**config.mk**
```make
export PLATFORM = sky130hd
export DESIGN_NAME = mem_arbiter
export DESIGN_NICKNAME = d
export VERILOG_FILES = /design/src/rtl/mem_arbiter_pkg.sv /design/src/rtl/mem_arbiter_rr_arb2.sv /design/src/rtl/mem_arbiter.sv
export SDC_FILE = /design/constraint.sdc
export NUM_CORES = 1
export LEC_CHECK = 0
export ABC_AREA = 1
export CORE_MARGIN = 10
export CORE_UTILIZATION = 38
export DETAILED_ROUTE_END_ITERATION = 16
export PLACE_DENSITY_LB_ADDON = 0.25
export SLEW_MARGIN = 20
export SYNTH_ARGS = -nofsm -noshare
export SYNTH_HDL_FRONTEND = slang
export SYNTH_HIERARCHICAL = 1
export SYNTH_SLANG_ARGS = --single-unit
```
**constraint.sdc**
```tcl
create_clock -name clk -period 2.2 [get_ports clk]
set_clock_uncertainty 0.1 [all_clocks]
set_input_delay 0.44 -clock clk [delete_from_list [all_inputs] [get_ports clk]]
set_output_delay 0.44 -clock clk [all_outputs]
set_load 0.05 [all_outputs]
```
**src/rtl/mem_arbiter_pkg.sv**
```systemverilog
// rtl/mem_arbiter_pkg.sv - shared state and grant encodings for the memory arbiter
package mem_arbiter_pkg;

    typedef enum logic [1:0] {
        ST_IDLE    = 2'd0,
        ST_RD_WAIT = 2'd1,
        ST_ACK     = 2'd2
    } state_e;

    typedef enum logic {
        GNT_I = 1'b0,
        GNT_D = 1'b1
    } gnt_e;

    localparam gnt_e PRIO_RESET = GNT_D;

    function automatic gnt_e other_port(input gnt_e g);
        return (g == GNT_I) ? GNT_D : GNT_I;
    endfunction

endpackage

```
**src/rtl/mem_arbiter_rr_arb2.sv**
```systemverilog
// rtl/mem_arbiter_rr_arb2.sv - two-request round-robin picker, priority moves only on an accepted grant
module rr_arb2
    import mem_arbiter_pkg::*;
(
    input  logic clk,
    input  logic rst,
    input  logic req_i_i,
    input  logic req_d_i,
    input  logic update_i,
    output logic valid_o,
    output logic gnt_d_o
);

    gnt_e prio_q;
    gnt_e prio_d;
    gnt_e gnt;

    always_comb begin
        valid_o = req_i_i | req_d_i;
        gnt     = prio_q;
        if (req_i_i && !req_d_i) begin
            gnt = GNT_I;
        end else if (req_d_i && !req_i_i) begin
            gnt = GNT_D;
        end
        // The port just served loses the next tie.
        prio_d = prio_q;
        if (update_i && valid_o) begin
            prio_d = other_port(gnt);
        end
    end

    assign gnt_d_o = (gnt == GNT_D);

    always_ff @(posedge clk or posedge rst) begin
        if (rst) begin
            prio_q <= PRIO_RESET;
        end else begin
            prio_q <= prio_d;
        end
    end

endmodule

```
**src/rtl/mem_arbiter.sv**
```systemverilog
// rtl/mem_arbiter.sv - serialises fetch and data port requests onto a single-port memory
module mem_arbiter
    import mem_arbiter_pkg::*;
#(
    parameter int ADDR_WIDTH = 16,
    parameter int DATA_WIDTH = 16
) (
    input  logic                  clk,
    input  logic                  rst,
    input  logic                  i_req,
    input  logic [ADDR_WIDTH-1:0] i_addr,
    output logic [DATA_WIDTH-1:0] i_rdata,
    output logic                  i_ack,
    input  logic                  d_req,
    input  logic                  d_we,
    input  logic [ADDR_WIDTH-1:0] d_addr,
    input  logic [DATA_WIDTH-1:0] d_wdata,
    output logic [DATA_WIDTH-1:0] d_rdata,
    output logic                  d_ack,
    output logic                  mem_we,
    output logic [ADDR_WIDTH-1:0] mem_addr,
    output logic [DATA_WIDTH-1:0] mem_data,
    input  logic [DATA_WIDTH-1:0] mem_out
);

    state_e                state_q, state_d;
    gnt_e                  gnt_q, gnt_d;
    logic [ADDR_WIDTH-1:0] addr_q, addr_d;
    logic [DATA_WIDTH-1:0] wdata_q, wdata_d;
    logic                  we_q, we_d;
    logic [DATA_WIDTH-1:0] i_rdata_q, i_rdata_d;
    logic [DATA_WIDTH-1:0] d_rdata_q, d_rdata_d;

    logic arb_valid;
    logic arb_gnt_d;
    logic in_idle;

    assign in_idle = (state_q == ST_IDLE);

    rr_arb2 u_arb (
        .clk      (clk),
        .rst      (rst),
        .req_i_i  (i_req),
        .req_d_i  (d_req),
        .update_i (in_idle),
        .valid_o  (arb_valid),
        .gnt_d_o  (arb_gnt_d)
    );

    always_comb begin
        state_d   = state_q;
        gnt_d     = gnt_q;
        addr_d    = addr_q;
        wdata_d   = wdata_q;
        we_d      = we_q;
        i_rdata_d = i_rdata_q;
        d_rdata_d = d_rdata_q;
        mem_addr  = addr_q;
        mem_data  = wdata_q;
        mem_we    = 1'b0;
        i_ack     = 1'b0;
        d_ack     = 1'b0;

        case (state_q)
            ST_IDLE: begin
                if (arb_valid) begin
                    if (arb_gnt_d) begin
                        gnt_d   = GNT_D;
                        addr_d  = d_addr;
                        wdata_d = d_wdata;
                        we_d    = d_we;
                    end else begin
                        gnt_d   = GNT_I;
                        addr_d  = i_addr;
                        wdata_d = '0;
                        we_d    = 1'b0;
                    end
                    // The grant cycle drives memory directly so a write lands this edge.
                    mem_addr = addr_d;
                    mem_data = wdata_d;
                    mem_we   = we_d;
                    state_d  = we_d ? ST_ACK : ST_RD_WAIT;
                end
            end
            ST_RD_WAIT: begin
                if (gnt_q == GNT_D) begin
                    d_rdata_d = mem_out;
                end else begin
                    i_rdata_d = mem_out;
                end
                state_d = ST_ACK;
            end
            ST_ACK: begin
                i_ack   = (gnt_q == GNT_I);
                d_ack   = (gnt_q == GNT_D);
                state_d = ST_IDLE;
            end
            default: begin
                state_d = ST_IDLE;
            end
        endcase
    end

    always_ff @(posedge clk or posedge rst) begin
        if (rst) begin
            state_q   <= ST_IDLE;
            gnt_q     <= GNT_I;
            addr_q    <= '0;
            wdata_q   <= '0;
            we_q      <= 1'b0;
            i_rdata_q <= '0;
            d_rdata_q <= '0;
        end else begin
            state_q   <= state_d;
            gnt_q     <= gnt_d;
            addr_q    <= addr_d;
            wdata_q   <= wdata_d;
            we_q      <= we_d;
            i_rdata_q <= i_rdata_d;
            d_rdata_q <= d_rdata_d;
        end
    end

    assign i_rdata = i_rdata_q;
    assign d_rdata = d_rdata_q;

endmodule
```
# Word-level counts from Yosys, hierarchy flattened
# Cells that the tools add are included.
# word_totals
ff_bits,68
output_inout_bits,67
# classes
reduce_logical,9
n_eq_ne,3
bitwise,2
muxes,20
# op_table
op,count
$mux 16,6
$mux 1,11
$reduce_and 2->1,3
$mux 2,2
$pmux 2 s2,1
$logic_and 1x1->1,3
$eq 2x1->1 const B,1
$eq 2x2->1 const B,1
$logic_not 1->1,2
$logic_not 2->1,1
$ne 2x2->1 const B,1
$not 1->1,1
$or 1x1->1,1

# Logic depth before layout (Yosys ltp)
# Gate-level depths: netlist of the first run.
# logic_depth
ltp_word,10
depth_mapped,9

# Modules after synthesis
# Netlist of the first run, hierarchy kept.
# by_module_without_submodules
module,cells_per_inst,seq_area_each_um2,n_inst,area_per_inst_um2
mem_arbiter,381,1676.6,1,3015.4
rr_arb2,10,26.3,1,70.1

# Worst setup path after synthesis of the first run
# No wires, ideal clock.
# synth_timing
kind,register -> output
start,register gnt_q
end,output i_ack
slack_ns,-0.167
arrival_ns,1.827
stages_incl_launch_ff,4
required_ns,1.660
cell_sequence,dfrtp_1 buf_2 buf_1 nor3_1
# synth_between
elab_chain_cells,2
# synth_lines
element,line_no,source
from (decl),mem_arbiter.sv:27,"gnt_e gnt_q, gnt_d;"
from (signal assigned),mem_arbiter.sv:115,gnt_q <= gnt_d;
$not 1->1 (no line),n/a,
$mux 1,mem_arbiter.sv:64,case (state_q)
to (decl),mem_arbiter.sv:13,"output logic i_ack,"
# Every way passes these cells.

# Worst setup path in the final report of the first run
# layout_timing
start,register u_arb.prio_q
end,output mem_addr[15]
# layout_between
elab_chain_cells,5
# layout_lines
element,line_no,source
from (decl),mem_arbiter_rr_arb2.sv:14,gnt_e prio_q;
from (signal assigned),mem_arbiter_rr_arb2.sv:39,prio_q <= prio_d;
$mux 1,mem_arbiter_rr_arb2.sv:23,end else if (req_d_i && !req_i_i) begin
$mux 1,mem_arbiter_rr_arb2.sv:21,if (req_i_i && !req_d_i) begin
named net arb_gnt_d,mem_arbiter.sv:35,logic arb_gnt_d;
$mux 16,mem_arbiter.sv:67,if (arb_gnt_d) begin
$mux 16,n/a,
$mux 16,mem_arbiter.sv:64,
to (decl),mem_arbiter.sv:21,"output logic [ADDR_WIDTH-1:0] mem_addr,"
# The timed path passes the listed nets, and every way through them passes these cells.

==> results.md, run 1 <==
| Parameter | This run |
|:---|:---|
| Run status | complete, but fails checks |
| Failing checks | setup timing |
| Number of buffers added by the clock tree synthesis step | 9 |
| Number of max-cap violations | 0 |
| Port Buf Inserts | 135 |
| Worst Setup SP | u_arb/prio_q$_DFFE_PP1P_ |
| Period Utilization, post-route | 114.8% |
| H-tree depth | 3 |
| Data required, critical path | 1660 ps |
| Slew Limit Headroom | 64.13% |
| Clock insertion delay at the later pin of the skew report | 330 ps |
| Fillcell total | 574 |
| Post-detailed-placement half-perimeter wirelength | 7.193 mm |
| PwrDens | 1853 mW/mm² |
| Starting Density | 39.52% |
| Top area cells in the synthesized netlist | dfrtp_1 54%, nand2_1 26%, nand3_1 8.1% |
| Nature of the critical path endpoint | output port |
| Achievable frequency | 395.8 MHz |
| Synth Register Bits | 68 |
| HP Start | d_rdata[1]$_DFFE_PP0P_ |
| Storage cell area | 0.001703 mm² |
| Endpoints failing hold | 0 |
| Synthesized-area fraction occupied by ao, oa, aoi and oai cells | 0.8110% |
| Final number of setup-violating endpoints | 33 |
| Gp weighted congestion | 0.7846 |
| XOR/XNOR share of the synthesized area | 0% |
| Total congestion overflow | 0 |
| Core footprint | 0.007807 mm² |
| Final-stage net count | 628 |
| Highest net fanout along the worst path | 8 |
| Most frequent cells in the layout | 162 x nand2_1, 99 x clkdlybuf4s50_1, 67 x dfrtp_1 |
| Setup repair after global routing missed its margin | yes |
| Routed length per placed instance | 16.46 µm |
| Share of Yosys cell area claimed by the top area cell type | 54.34% |
| Arrival time worst endpoint | 1990 ps |
| Maximum number of pins on one net before global-route repair | 46 |
| Die span in y | 110.1 µm |
| Total via count in the routed design | 3194 |
| Type of element launching the critical path | flop |
| Growth of design area from synthesis to finish | 81.51% |
| Share of synthesized cell area in full adder, half adder and majority cells | 0% |
| Wire length after detailed routing | 10.96 mm |
| Number of warning messages in the yosys log | 6 |
| Proportion of synthesized area in mux cells | 0% |
| Avg Cell Area, Syn | 7.891 µm² |
| Placed cell areas | 0.004806 mm² |
| Simple-Gate Fraction of Synth Area | 37.19% |
| Critical setup path kind | reg2out |
| Library cells used by synthesis | 24 |
| Min-delay worst type | reg2reg |
| Count of unresolved DRC violations after routing | 0 |
| Clock input transition at the sequential cells of the worst setup and hold paths | 70 ps |
| Global-route usage over all layers | 17.17% |
| Finished layout cell area | 0.005600 mm² |
| Most common cell after layout, fill and taps aside | nand2_1 |
| Floorplan die width | 110.1 µm |
| Cells after synthesis | 391 |
| Number of placement rows | 32 |
| First-pass GRT wire length | 16.31 mm |
| Critical register-to-register path startpoint | u_arb/prio_q$_DFFE_PP1P_ |
| Fraction of final layout cells sized beyond drive strength 1 | 31.91% |
| Floorplan die area | 0.01212 mm² |
| Number of buffers on the longest clock path | 2 |
| Leakage | 2.801 nW |
| Worst-case setup margin in the final layout | -326.6 ps |
| Worst-margin pin slew | 536.3 ps |
| Worst hold slack | 382.5 ps |
| Max VDD drop | 1.166 mV |
| Boundary Pins | 136 |
| Number of global-route vias before repair | 3248 |
| Final core occ | 71.73% |
| Antenna violations before repair | 0 |
| Largest area contributor in the netlist | dfrtp_1 |
| Pre-Repair DR Iteration Count | 4 |
| Number of nets in the synthesized netlist | 460 |
| Master cell of the clock root buffer | clkbuf_8 |
| Sequential element share of the synthesized area | 55.19% |
| Pins Over Slew Limit | 0 |
| Clock sink count | 68 |
| Crit path time final | 2527 ps |
| Multi-input combinational cell area | 0.001428 mm² |
| Average via count per standard cell | 4.796 |
| Post-synth design cell area | 0.003085 mm² |
| TritonCTS clock tree | built |
| Main combinational cell family by area after synthesis | simple AND/OR/NAND/NOR gates |
| Initial detailed-routing violation count | 115 |
| Diode insertion count for antenna repair | 0 |
| Count of antenna-violating nets left after detailed routing | 0 |
## cells in the mapped netlist
master	n
or2_1	1
o21ai_1	1
nor2_1	2
clkinv_1	1
nand2_1	214
inv_2	1
buf_4	8
buf_6	1
nor2_8	1
clkbuf_1	2
buf_1	1
a21oi_1	1
inv_1	20
nor2_4	1
nor3_1	2
nor2_2	1
dfrtp_1	67
nand3_2	2
dfstp_2	1
o22ai_1	1
nand3_1	50
buf_2	9
nand2_2	2
a21oi_2	1
## path summary, 6_finish.rpt
| check | endpoint | slack [ps] | cells past startpoint |
|---|---|---|---|
| worst max-delay path | mem_addr[15] | -330 | 9 |
| worst min-delay path | d_rdata[1]$_DFFE_PP0P_ | 380 | 2 |
| worst max register to register | addr_q[0]$_DFF_PP0_ | 150 | 11 |
| worst min register to register | d_rdata[1]$_DFFE_PP0P_ | 380 | 2 |
| max in group asynchronous | wdata_q[2]$_DFF_PP0_ | 1250 | 3 |
| min in group asynchronous | u_arb/prio_q$_DFFE_PP1P_ | 420 | 2 |
## area by class of cell
type	count	area share (%)
multi-input cells	280	25.49
clock buffers	12	2.592
clock inverters	4	1.296
repair buffers	178	36.33
inverters	22	1.609
flip-flops and latches	68	30.41
well taps	102	2.279
## logic make-up after synthesis
logic type,count (synthesis)
DFF,68
buffers and inverters,43
AOI/OAI and AO/OA,4
and+or+nand+nor,276
## metal layers
metal	up-vias	wire length, µm	GRT usage [%]	part of all wire (%)
met1	1512	4207	19.59	38
met4	0	195	5.138	1.8
met5	-	0	0	0
met2	126	5332	28.58	49
li1	1539	-	-	-
met3	17	1225	7.545	11
## state kept, by name, summed over array words and instances (netlist names)
name / cells
gnt_q: 1
u_arb/prio_q: 1
wdata_q: 16
i_rdata: 16
d_rdata: 16
addr_q: 16
state_q: 2
## metrics by stage
step / cells / TNS (ps) / power (mW) / setup slack [ps]
2_1_floorplan: 391 / 0 / 5.871 / 98.12
3_3_place_gp: 629 / -8574 / 8.230 / -307.6
3_5_place_dp: 629 / -9535 / 8.309 / -343.7
4_1_cts: 654 / -7807 / 10.01 / -259.4
5_1_grt: 666 / -12560 / 10.89 / -431.3
6_report: 666 / -9388 / 10.38 / -326.6
## timing repair
action,CTS,global route
gates cloned,1,1
setup buffers,8,11
pin swaps,13,34
endpoints found under the setup margin,33,33
hold buffers,0,0
gates resized for setup,65,51
## report_power, final
part           switching [mW]  internal, mW
registers               0.305          1.87
logic                    4.32          2.74
clock network           0.465         0.669
## critical path, stage by stage (launching register included)
cell and delay, ps:
dfstp_2 580, nand2_2 90, a21oi_4 190, clkinvlp_4 190
clkbuf_16 200, nand2_2 60, nand2_1 50, nand2_1 70
nand2_2 70, buf_8 150
Power figures use the tool's default switching activity.
==> run 2, diff against run 1 <==
Settings changed: GPL_TIMING_DRIVEN set to 0, PLACE_DENSITY set to 0.87, PLACE_DENSITY_LB_ADDON 0.25 to unset.
==> run 2 against run 1 <==
Net effect:
- the run still ends with setup timing left
- largest cell class unchanged
- power is 4.7% lower
- critical path depth is 1 higher
- largest power group unchanged
- fmax is 2.3% higher
- via count is 1.4% higher
- critical path type unchanged
==> results.md, run 2 (same netlist as run 1, synthesis figures left out) <==
| Parameter | This run | Change |
|:---|:---|:---|
| Type of element launching the critical path | flop | unchanged |
| Port Buf Inserts | 135 | unchanged |
| R2R setup slack | 340 ps | was 150 ps |
| TritonCTS clock tree | built | unchanged |
| Data required, critical path | 1660 ps | about the same |
| Master cell of the clock root buffer | clkbuf_8 | unchanged |
| Failing checks | setup timing | unchanged |
| Max VDD drop | 1.408 mV | was 1.166 mV |
| Worst-margin pin slew | 531.3 ps | was 536.3 ps |
| Clock insertion delay at the later pin of the skew report | 340 ps | was 330 ps |
| Highest net fanout along the worst path | 8 | unchanged |
| Most common cell after layout, fill and taps aside | nand2_1 | unchanged |
| Core footprint | 0.007807 mm² | unchanged |
| Setup repair after global routing missed its margin | yes | unchanged |
| Most frequent cells in the layout | 173 x nand2_1, 98 x clkdlybuf4s50_1, 67 x dfrtp_1 | was 162 x nand2_1, 99 x clkdlybuf4s50_1, 67 x dfrtp_1 |
| Starting Density | 39.52% | unchanged |
| Global-route usage over all layers | 16.92% | was 17.17% |
| Die span in y | 110.1 µm | unchanged |
| Placed cell areas | 0.004628 mm² | was 0.004806 mm² |
| Number of placement rows | 32 | unchanged |
| Critical register-to-register path startpoint | u_arb/prio_q$_DFFE_PP1P_ | unchanged |
| Pre-Repair DR Iteration Count | 4 | unchanged |
| Number of buffers on the longest clock path | 2 | unchanged |
| PwrDens | 1839 mW/mm² | was 1853 mW/mm² |
| Wire length after detailed routing | 11.05 mm | was 10.96 mm |
| Crit path time final | 2470 ps | was 2527 ps |
| Endpoints failing hold | 0 | unchanged |
| Clock input transition at the sequential cells of the worst setup and hold paths | 70 ps | about the same |
| Slowest stage cell, crit path | dfstp_2 | unchanged |
| Path depth of the worst reg2reg path | 11 | unchanged |
| Min-delay worst type | in2async | was reg2reg |
| Count of antenna-violating nets left after detailed routing | 0 | unchanged |
| Worst-case setup margin in the final layout | -269.7 ps | was -326.6 ps |
| Final number of setup-violating endpoints | 33 | unchanged |
| First-pass GRT wire length | 16.13 mm | was 16.31 mm |
| Fillcell total | 579 | was 574 |
| Arrival time worst endpoint | 1930 ps | was 1990 ps |
| Series of cell instances along the critical path | nand2_2, a21oi_2, buf_6, inv_6, buf_6, nand2_1, nand2_1, nand2_2, nand2_4, buf_8 | was nand2_2, a21oi_4, clkinvlp_4, clkbuf_16, nand2_2, nand2_1, nand2_1, nand2_2, buf_8 |
| Floorplan die width | 110.1 µm | unchanged |
| Number of buffers added by the clock tree synthesis step | 9 | unchanged |
| Finished layout cell area | 0.005378 mm² | was 0.005600 mm² |
| Final core occ | 68.88% | was 71.73% |
| Average via count per standard cell | 4.862 | was 4.796 |
| Growth of design area from synthesis to finish | 74.29% | was 81.51% |
| Number of global-route vias before repair | 3184 | was 3248 |
| Cell family contributing the most delay on the critical path | flip-flops | unchanged |
| Final total negative setup slack | -7438 ps | was -9388 ps |
| Maximum number of pins on one net before global-route repair | 35 | was 46 |
| Clock sink count | 68 | unchanged |
| Period Utilization, post-route | 112.3% | was 114.8% |
| Post-detailed-placement half-perimeter wirelength | 7.521 mm | was 7.193 mm |
| Routed length per placed instance | 16.58 µm | was 16.46 µm |
| Count of unresolved DRC violations after routing | 0 | unchanged |
| Number of buffer and inverter stages on the critical path | 4 | was 3 |
| Nature of the critical path endpoint | output port | unchanged |
| Slew Limit Headroom | 64.47% | was 64.13% |
| Critical setup path kind | reg2out | unchanged |
| Achievable frequency | 404.9 MHz | was 395.8 MHz |
| Total congestion overflow | 0 | unchanged |
| Antenna violations before repair | 0 | unchanged |
| Floorplan die area | 0.01212 mm² | unchanged |
| Total via count in the routed design | 3238 | was 3194 |
| Leakage | 2.743 nW | was 2.801 nW |
| Peak per-stage delay on the critical path | 560 ps | was 580 ps |
| Final-stage net count | 628 | unchanged |
| Run status | complete, but fails checks | unchanged |
| Initial detailed-routing violation count | 148 | was 115 |
| Number of max-cap violations | 0 | unchanged |
| Gp weighted congestion | 0.7942 | was 0.7846 |
| Pins Over Slew Limit | 0 | unchanged |
| Diode insertion count for antenna repair | 0 | unchanged |
| Boundary Pins | 136 | unchanged |
| Reg2Reg Capture Point | addr_q[8]$_DFF_PP0_ | was addr_q[0]$_DFF_PP0_ |
| H-tree depth | 3 | unchanged |
| Fraction of final layout cells sized beyond drive strength 1 | 29.79% | was 31.91% |
==> run 2: changes by cell type in the layout (fill, tap and decap cells not counted), sizes merged <==
| cell | change |
|---|---|
| buf | -2 |
| bufinv | -1 |
| clkbuf | +2 |
| clkdlybuf4s15 | +1 |
| clkdlybuf4s50 | -1 |
| inv | +1 |
==> run 2: worst register-to-register path, cell delays in order, from the launching register on <==
cell and delay, ps:
dfstp_2 560, nand2_2 70, a21oi_2 160, buf_6 190, inv_6 70, buf_6 130
nand2_1 50, nand2_1 40, nand2_1 70, nand2_2 70, buf_4 130, buf_4 120
==> run 2: final cells by class <==
class | instances | area, µm² | area share [%]
inverter | 22 | 95.09 | 1.768
timing repair buffer | 158 | 1718 | 31.95
sequential | 68 | 1703 | 31.67
buffer | 20 | 173.9 | 3.234
tap | 102 | 127.6 | 2.373
clock inverter | 4 | 47.55 | 0.8841
multi-input combinational | 280 | 1358 | 25.24
clock buffer | 12 | 155.1 | 2.885
==> run 2: worst max path at each step <==
stage | from | to | slack (ps) | cells past startpoint
6_report | u_arb/prio_q$_DFFE_PP1P_ | mem_addr[10] | -270 | 10
5_1_grt | u_arb/prio_q$_DFFE_PP1P_ | mem_addr[6] | -350 | 10
4_1_cts | u_arb/prio_q$_DFFE_PP1P_ | mem_addr[10] | -220 | 10
3_5_place_dp | i_req | mem_data[8] | -1140 | 7
3_3_place_gp | i_req | mem_addr[10] | -1080 | 9
2_1_floorplan | u_arb/prio_q$_DFFE_PP1P_ | mem_we | 100 | 6
==> run 2: power by group <==
part	switching, mW	total (mW)	internal [mW]
Combinational	4.28	6.67	2.39
Clock	0.472	1.05	0.582
Sequential	0.289	2.16	1.87
==> run 2: metal layers <==
layer  share of wire (%)  global-route usage (%)  vias to the layer above  wire length [µm]
met5                   0                       0                        -                 0
met4                 1.3                   4.587                        0               140
met3                  10                   7.139                       13              1150
met2                  51                   29.25                      142              5660
met1                  37                   18.76                     1538              4094
li1                    -                       -                     1545                 -
==> run 2: timing repair <==
| item | CTS | global route |
|---|---|---|
| gates cloned | 2 | 1 |
| pin swaps | 10 | 28 |
| hold buffers | 0 | 0 |
| endpoints found under the setup margin | 35 | 35 |
| setup buffers | 4 | 14 |
| gates resized for setup | 305 | 55 |
==> run 2: stage by stage <==
stage | total power [mW] | setup WS, ps | hold WS (ps) | std cells
after floorplan | 5.871 | 98.12 | 229.7 | 391
after global placement | 7.688 | -1076 | 350.9 | 628
after detailed placement | 7.821 | -1145 | 359.3 | 630
after CTS | 9.451 | -219.7 | 338.0 | 652
after global routing | 10.37 | -352.8 | 377.7 | 666
final | 9.889 | -269.7 | 366.8 | 666
